**src/rtl/boot_rom_arbiter.sv**
```systemverilog
// ============================================================================
// Module   : boot_rom_arbiter
// Brief    : Shares the single-port boot ROM between instruction fetch and
//            data/debug loads. Default is fixed priority with starvation
//            override; define BOOT_ROM_ARB_RR_EN for round-robin arbitration.
// Revision : 1.0 - initial release
// ============================================================================
`ifndef ROM_ADDR_WIDTH
`define ROM_ADDR_WIDTH 16
`endif

`default_nettype none

module boot_rom_arbiter #(
    parameter int ADDR_WIDTH = `ROM_ADDR_WIDTH,
    parameter int DATA_WIDTH = 32,
    parameter int STARVE_MAX = 4
) (
    input  logic                  clk,
    input  logic                  rst,
    input  logic                  instr_req_i,
    input  logic [ADDR_WIDTH-1:0] instr_addr_i,
    output logic                  instr_gnt_o,
    output logic                  instr_rvalid_o,
    output logic [DATA_WIDTH-1:0] instr_rdata_o,
    input  logic                  data_req_i,
    input  logic [ADDR_WIDTH-1:0] data_addr_i,
    output logic                  data_gnt_o,
    output logic                  data_rvalid_o,
    output logic [DATA_WIDTH-1:0] data_rdata_o,
    output logic                  rom_en_o,
    output logic [ADDR_WIDTH-1:0] rom_addr_o,
    input  logic [DATA_WIDTH-1:0] rom_rdata_i
);

    logic instr_req;
    logic data_req;
    logic data_wins;
    logic instr_rvalid_q;
    logic data_rvalid_q;

    // Requests are masked during reset so no grant or ROM access can occur.
    assign instr_req = instr_req_i & ~rst;
    assign data_req  = data_req_i  & ~rst;

`ifdef BOOT_ROM_ARB_RR_EN
    logic last_was_data;

    // On contention the port that was not granted last wins.
    assign data_wins = data_req & (~instr_req | ~last_was_data);

    always_ff @(posedge clk) begin
        if (rst) begin
            last_was_data <= 1'b1;
        end else if (instr_gnt_o | data_gnt_o) begin
            last_was_data <= data_gnt_o;
        end
    end
`else
    localparam int                CNT_W   = $clog2(STARVE_MAX + 1);
    localparam logic [CNT_W-1:0]  CNT_MAX = CNT_W'(STARVE_MAX);

    logic [CNT_W-1:0] starve_cnt;
    logic             starved;

    assign starved   = (starve_cnt == CNT_MAX);
    assign data_wins = data_req & (~instr_req | starved);

    // Counts consecutive denied data cycles; a data grant clears it, so the
    // override lasts exactly one grant.
    always_ff @(posedge clk) begin
        if (rst) begin
            starve_cnt <= '0;
        end else if (data_gnt_o) begin
            starve_cnt <= '0;
        end else if (data_req && !starved) begin
            starve_cnt <= starve_cnt + 1'b1;
        end
    end
`endif

    assign data_gnt_o  = data_wins;
    assign instr_gnt_o = instr_req & ~data_wins;
    assign rom_en_o    = instr_gnt_o | data_gnt_o;
    assign rom_addr_o  = data_gnt_o ? data_addr_i : instr_addr_i;

    always_ff @(posedge clk) begin
        if (rst) begin
            instr_rvalid_q <= 1'b0;
            data_rvalid_q  <= 1'b0;
        end else begin
            instr_rvalid_q <= instr_gnt_o;
            data_rvalid_q  <= data_gnt_o;
        end
    end

    // Gating with rst discards a read whose return lands in a reset cycle.
    assign instr_rvalid_o = instr_rvalid_q & ~rst;
    assign data_rvalid_o  = data_rvalid_q  & ~rst;
    assign instr_rdata_o  = rom_rdata_i;
    assign data_rdata_o   = rom_rdata_i;

endmodule

`default_nettype wire

```
**config.mk**
```make
export PLATFORM = sky130hd
export DESIGN_NAME = boot_rom_arbiter
export DESIGN_NICKNAME = d
export VERILOG_FILES = /design/src/rtl/boot_rom_arbiter.sv
export SDC_FILE = /design/constraint.sdc
export NUM_CORES = 1
export LEC_CHECK = 0
export CORE_AREA = 4 4 69 71
export CTS_CLUSTER_SIZE = 28
export DETAILED_ROUTE_END_ITERATION = 16
export DIE_AREA = 0 0 73 75
export GPL_TIMING_DRIVEN = 0
export PLACE_DENSITY = 0.84
export SYNTH_ARGS = -nofsm -noshare
export SYNTH_HDL_FRONTEND = slang
export SYNTH_SLANG_ARGS = --single-unit
```
**constraint.sdc**
```tcl
create_clock -name clk -period 3.8 [get_ports clk]
set_input_delay 1.14 -clock clk [delete_from_list [all_inputs] [get_ports clk]]
set_output_delay 1.14 -clock clk [all_outputs]
set_load 0.05 [all_outputs]
```
==> run metrics, run 1 <==
share of cells above drive strength 1 0.4576; FILL cells 417; first-pass GRT wire length 4353 um; Root Driver clkbuf_8; vias per cell 3.872; Worst-path clk slew 30 ps; initial antenna violation count 0; DRT iter0 DRCs 6; outcome finished, final reports clean; count of port buffers added during placement 119; nets 307; CTS tree done; final cell count without fillers 288; clk sinks 5; Final Critical Period 3716 ps; max cap viols 0; # DRC 0; fmax 0.2691 GHz; Detail Route Antenna Nets 0; RD Place Congestion 0.6672; DP Cell Count 282; Critical Path Start Type input port; syn_nets 181; Min-Delay Path Class reg -> reg; Seq/Total Area, Yosys 0.1032; worst vdd ir 0.09980 mV; CTS max path bufs 2; commonest non-fill, non-tap cell in the layout clkdlybuf4s50_1; hold_buf cts 0; total CTS buffers 3; Syn Inst Count 111; Total Routing Usage GR 0.1009; DR vias 1115; Pre-antenna DRT Iters 4; Final setup violation count 0; Worst setup EP type primary output; Routed Wire Length 3109 um; H-tree depth 1; commonest non-fill, non-tap cells in the layout clkdlybuf4s50_1 (99), buf_4 (69), buf_2 (14); Die X 73 um; post-DR wirelength/cell 10.80 um; #FFs+latches synth 5; site row count 24; Worst Skew 0.8903 ps; critical path arrival 2580 ps; setup_tns 0 ps; clk_lat worst skew 220 ps; Avg Inst Size Synth 8.736 sq um; Final Max Tran Viols 0; Hold Vio Cnt, Final 0; kind of critical path in -> out; Pleak 0.001009 uW; power density over the cells 243.5 nW/um^2; Final Cycle Share 0.9778; die height 75 um; dpl hpwl 2861 um; total gr overflow 0; Slew @ Worst Pin 511.4 ps; Die ar. 5475 sq um; largest net degree at the start of global routing 11; Ports 153; WP data required 2660 ps; core area 4234 sq um; antenna fix cells 0; Rel. slew slack 0.6580; RSZ-0062 raised after global routing no; layout overhead on the synthesized area 128.5%; Cell variety after synth 20; starting density of the core 0.2290; vias in the first global route 1086; synth warn 0; CP max FO 6; Mapped Area 969.7 sq um
[layout make-up]
class	count	area, sq um	share of cell area
Timing Repair Buffer	121	1131	0.5104
Buffer	66	505.5	0.2281
Multi-Input combinational cell	37	357.8	0.1615
Sequential cell	5	100.1	0.04517
Tap cell	52	65.06	0.02936
Clock buffer	4	45.04	0.02033
Inverter	3	11.26	0.005082
[worst max-delay path, cell delays in order]
cell and delay, ps:
dlygate4sd2_1 280, a21boi_2 210, nor3_4 230, buf_4 190, mux2_2 330, buf_4 190
[cells by family after synthesis]
logic type,count (synthesis),share of synthesized area
adder cells (fa/ha/maj),2,0.02580
buffers and inverters,69,0.5329
AO/OA/AOI/OAI,5,0.03225
multiplexers,16,0.2129
AND/OR/NAND/NOR,14,0.09291
flip-flops,5,0.1032
[repair_timing]
item | CTS | global route
buffers inserted | 2 | 0
endpoints found under the hold margin | 0 | 0
endpoints found under the setup margin | 19 | 0
gates resized for setup | 93 | 0
[cells in the mapped netlist]
| cell type | n | area share |
|---|---|---|
| a21boi_2 | 1 | 0.012 |
| a21oi_1 | 3 | 0.015 |
| buf_12 | 1 | 0.021 |
| buf_2 | 1 | 0.0052 |
| buf_4 | 64 | 0.50 |
| dfxtp_1 | 5 | 0.10 |
| ha_1 | 2 | 0.026 |
| inv_1 | 2 | 0.0077 |
| inv_2 | 1 | 0.0039 |
| mux2_2 | 9 | 0.10 |
| mux2_4 | 7 | 0.11 |
| nand2_1 | 2 | 0.0077 |
| nand3_1 | 2 | 0.010 |
| nand4b_1 | 1 | 0.0090 |
| nor2_1 | 2 | 0.0077 |
| nor2b_1 | 2 | 0.013 |
| nor3_1 | 1 | 0.0052 |
| nor3_4 | 1 | 0.017 |
| nor3b_1 | 3 | 0.023 |
| o21ai_0 | 1 | 0.0052 |
[registers in the layout, indices dropped and copies added, names as in the netlist]
signal,cells
starve_cnt,3
instr_rvalid_q,1
data_rvalid_q,1
[power by group]
| group | switching, uW | internal, uW |
|---|---|---|
| Sequential | 0.778 | 54.7 |
| Combinational | 224 | 161 |
| Clock | 26.8 | 72.1 |
[worst paths after layout]
kind	start	to	slack (ps)	cells past startpoint
min	starve_cnt[1]	starve_cnt[1]	470	2
max	instr_req_i	rom_addr_o[12]	80	6
max reg2reg	starve_cnt[0]	instr_rvalid_q	2440	6
min reg2reg	starve_cnt[1]	starve_cnt[1]	470	2
[layer usage]
layer  wire (um)  GRT usage
met1         816    0.08127
met2        1758     0.2046
met3         518    0.06275
met4          17    0.01844
met5           0          0
[stage by stage]
step,hold WS (ps),power [uW],setup WS [ps],area [sq um],util
final,473.7,539.6,84.47,2216,0.5233
after global routing,505.3,562.1,1.029,2216,0.5233
after CTS,478.8,546.2,89.52,2216,0.5233
after detailed placement,474.4,454.6,-921.3,2231,0.5269
after global placement,467.1,451.0,-917.5,2231,0.5269
after floorplan,453.0,322.6,333.5,974.7,-
No activity file was read; power rests on OpenSTA's default activity.
==> run 2: changes to the inputs <==
- CTS_BUF_LIST: not set -> sky130_fd_sc_hd__clkbuf_16
==> run 2 against run 1 <==
Cell count did not move. Wire length barely moved. Clock power rose by 73%. Worst hold slack better by 3.4 ps. Combinational power about the same. Power up 13%. Highest routed layer unchanged.
==> run metrics, run 2 (same netlist as run 1, synthesis figures left out) <==
outcome finished, final reports clean; NetSw 259.4 uW (+3.1%); Worst Skew 0.5369 ps (-0.3534 ps); Ports 153 (unchanged); Final setup violation count 0 (unchanged); antenna fix cells 0 (unchanged); Hold Vio Cnt, Final 0 (unchanged); Hold WS 477.1 ps (+3.387 ps); CTS max path bufs 2 (unchanged); Pleak 0.001029 uW (+1.9%); Final Critical Period 3694 ps (-21.85 ps); Largest Register starve_cnt; Reg2Reg Depth 6 (unchanged); core area 4234 sq um (unchanged); CTS tree done; dpl hpwl 2861 um (unchanged); reg2reg start starve_cnt[0]; largest net degree at the start of global routing 11 (unchanged); CP max FO 10 (+4); site row count 24 (unchanged); hold depth 2 (unchanged); Final Max Tran Viols 0 (unchanged); Pre-antenna DRT Iters 4 (unchanged); Die X 73 um (unchanged); max reg flops 3 (unchanged); RD Place Congestion 0.6672 (unchanged); vias in the first global route 1087 (+0.092%); Reg power frac 0.091 (-0.012); commonest non-fill, non-tap cell in the layout clkdlybuf4s50_1; H-tree depth 1 (unchanged); commonest non-fill, non-tap cells in the layout clkdlybuf4s50_1 (99), buf_4 (69), buf_2 (14); fmax 0.2707 GHz (+0.59%); clk sinks 5 (unchanged); critical path arrival 2550 ps (-30 ps); nets 307 (unchanged); DRT iter0 DRCs 15 (+9); R2R setup slack 2440 ps (about the same); share of cells above drive strength 1 0.4576 (unchanged); total CTS buffers 3 (unchanged); Root Driver clkbuf_16; RSZ-0062 raised after global routing no; R2R Path End instr_rvalid_q; max cap viols 0 (unchanged); post-DR wirelength/cell 10.79 um (about the same); DR vias 1117 (+0.18%); Slew @ Worst Pin 512.0 ps (+0.6363 ps); first-pass GRT wire length 4367 um (+0.32%); Total Routing Usage GR 0.1017 (+0.0008317); vias per cell 3.878 (+0.18%); Min-Delay Path Class reg -> reg; starting density of the core 0.2290 (unchanged); # DRC 0 (unchanged); power density over the cells 271.9 nW/um^2 (+12%); Critical Path Start Type input port; Routed Wire Length 3107 um (about the same); count of port buffers added during placement 119 (unchanged); cell internal pwr 352.3 uW (+22%); initial antenna violation count 0 (unchanged); total gr overflow 0 (unchanged); switching part of the total 0.4241 (-0.04210); Post-Place Worst Slack -921.3 ps (unchanged); Comb power frac 0.630 (-0.084); Detail Route Antenna Nets 0 (unchanged); Die ar. 5475 sq um (unchanged); layout overhead on the synthesized area 132.0%; setup ws final 106.3 ps (+21.85 ps); Final Cycle Share 0.9720 (-0.005749); Worst setup endpoint data_gnt_o; die height 75 um (unchanged); biggest regs starve_cnt (3), data_rvalid_q (1), instr_rvalid_q (1); Critical Path Start instr_req_i; part of the power in the clock network 0.279 (+0.096); worst vdd ir 0.1150 mV (+15%); kind of critical path in -> out; Rel. slew slack 0.6576 (about the same); clk_lat worst skew 230 ps (about the same); Worst-path clk slew 30 ps (about the same); Worst setup EP type primary output; WP data required 2660 ps (about the same)
[run 2: final cells by class]
type / instances / area, sq um
multi-input cells: 37 / 357.8
plain buffers: 66 / 505.5
inverters: 3 / 11.26
well taps: 52 / 65.06
clock buffers: 3 / 75.07
repair buffers: 121 / 1131
fillers: 415 / 1984
flip-flops and latches: 5 / 100.1
clock inverters: 1 / 3.754
[run 2: worst max-delay path, stage by stage]
cell	delay [ps]
dlygate4sd2_1	280
a21boi_2	210
nor3_4	210
buf_12	180
dlygate4sd2_1	530
[run 2: repair_timing]
action / in CTS / in global routing
endpoints found under the hold margin: 0 / 0
endpoints found under the setup margin: 19 / 0
setup buffers: 2 / 0
gates resized for setup: 93 / 0
hold buffers: 0 / 0
[run 2: worst min path at each step]
stage / slack (ps) / from / end
after floorplan: 450 / starve_cnt[1] / starve_cnt[1]
after global placement: 470 / starve_cnt[0] / starve_cnt[0]
after detailed placement: 470 / starve_cnt[1] / starve_cnt[1]
after CTS: 480 / starve_cnt[1] / starve_cnt[1]
after global routing: 500 / starve_cnt[1] / starve_cnt[1]
final: 480 / starve_cnt[1] / starve_cnt[1]
[run 2: per-stage QoR]
step           power, uW  TNS (ps)  instance area, sq um  cells    util
3_5_place_dp       454.6    -14990                  2231    282  0.5269
4_1_cts            619.1         0                  2250    288  0.5313
3_3_place_gp       451.0    -14880                  2231    282  0.5269
6_report           611.7         0                  2250    288  0.5313
2_1_floorplan      322.6         0                 974.7    111       -
5_1_grt            637.5         0                  2250    288  0.5313
[run 2: routing by layer]
layer	share of wire	GRT usage
met5	0	0
met1	0.27	0.08287
met3	0.17	0.06275
met2	0.56	0.2026
met4	0.0074	0.02459
[run 2: power by group through the flow]
stage / Clock, uW / Sequential [uW] / Combinational [uW]
2_1_floorplan: 0 / 56.1 / 267
3_3_place_gp: 0 / 56.2 / 395
3_5_place_dp: 0 / 56.3 / 398
4_1_cts: 175 / 55.5 / 389
5_1_grt: 182 / 55.6 / 400
6_report: 171 / 55.5 / 385
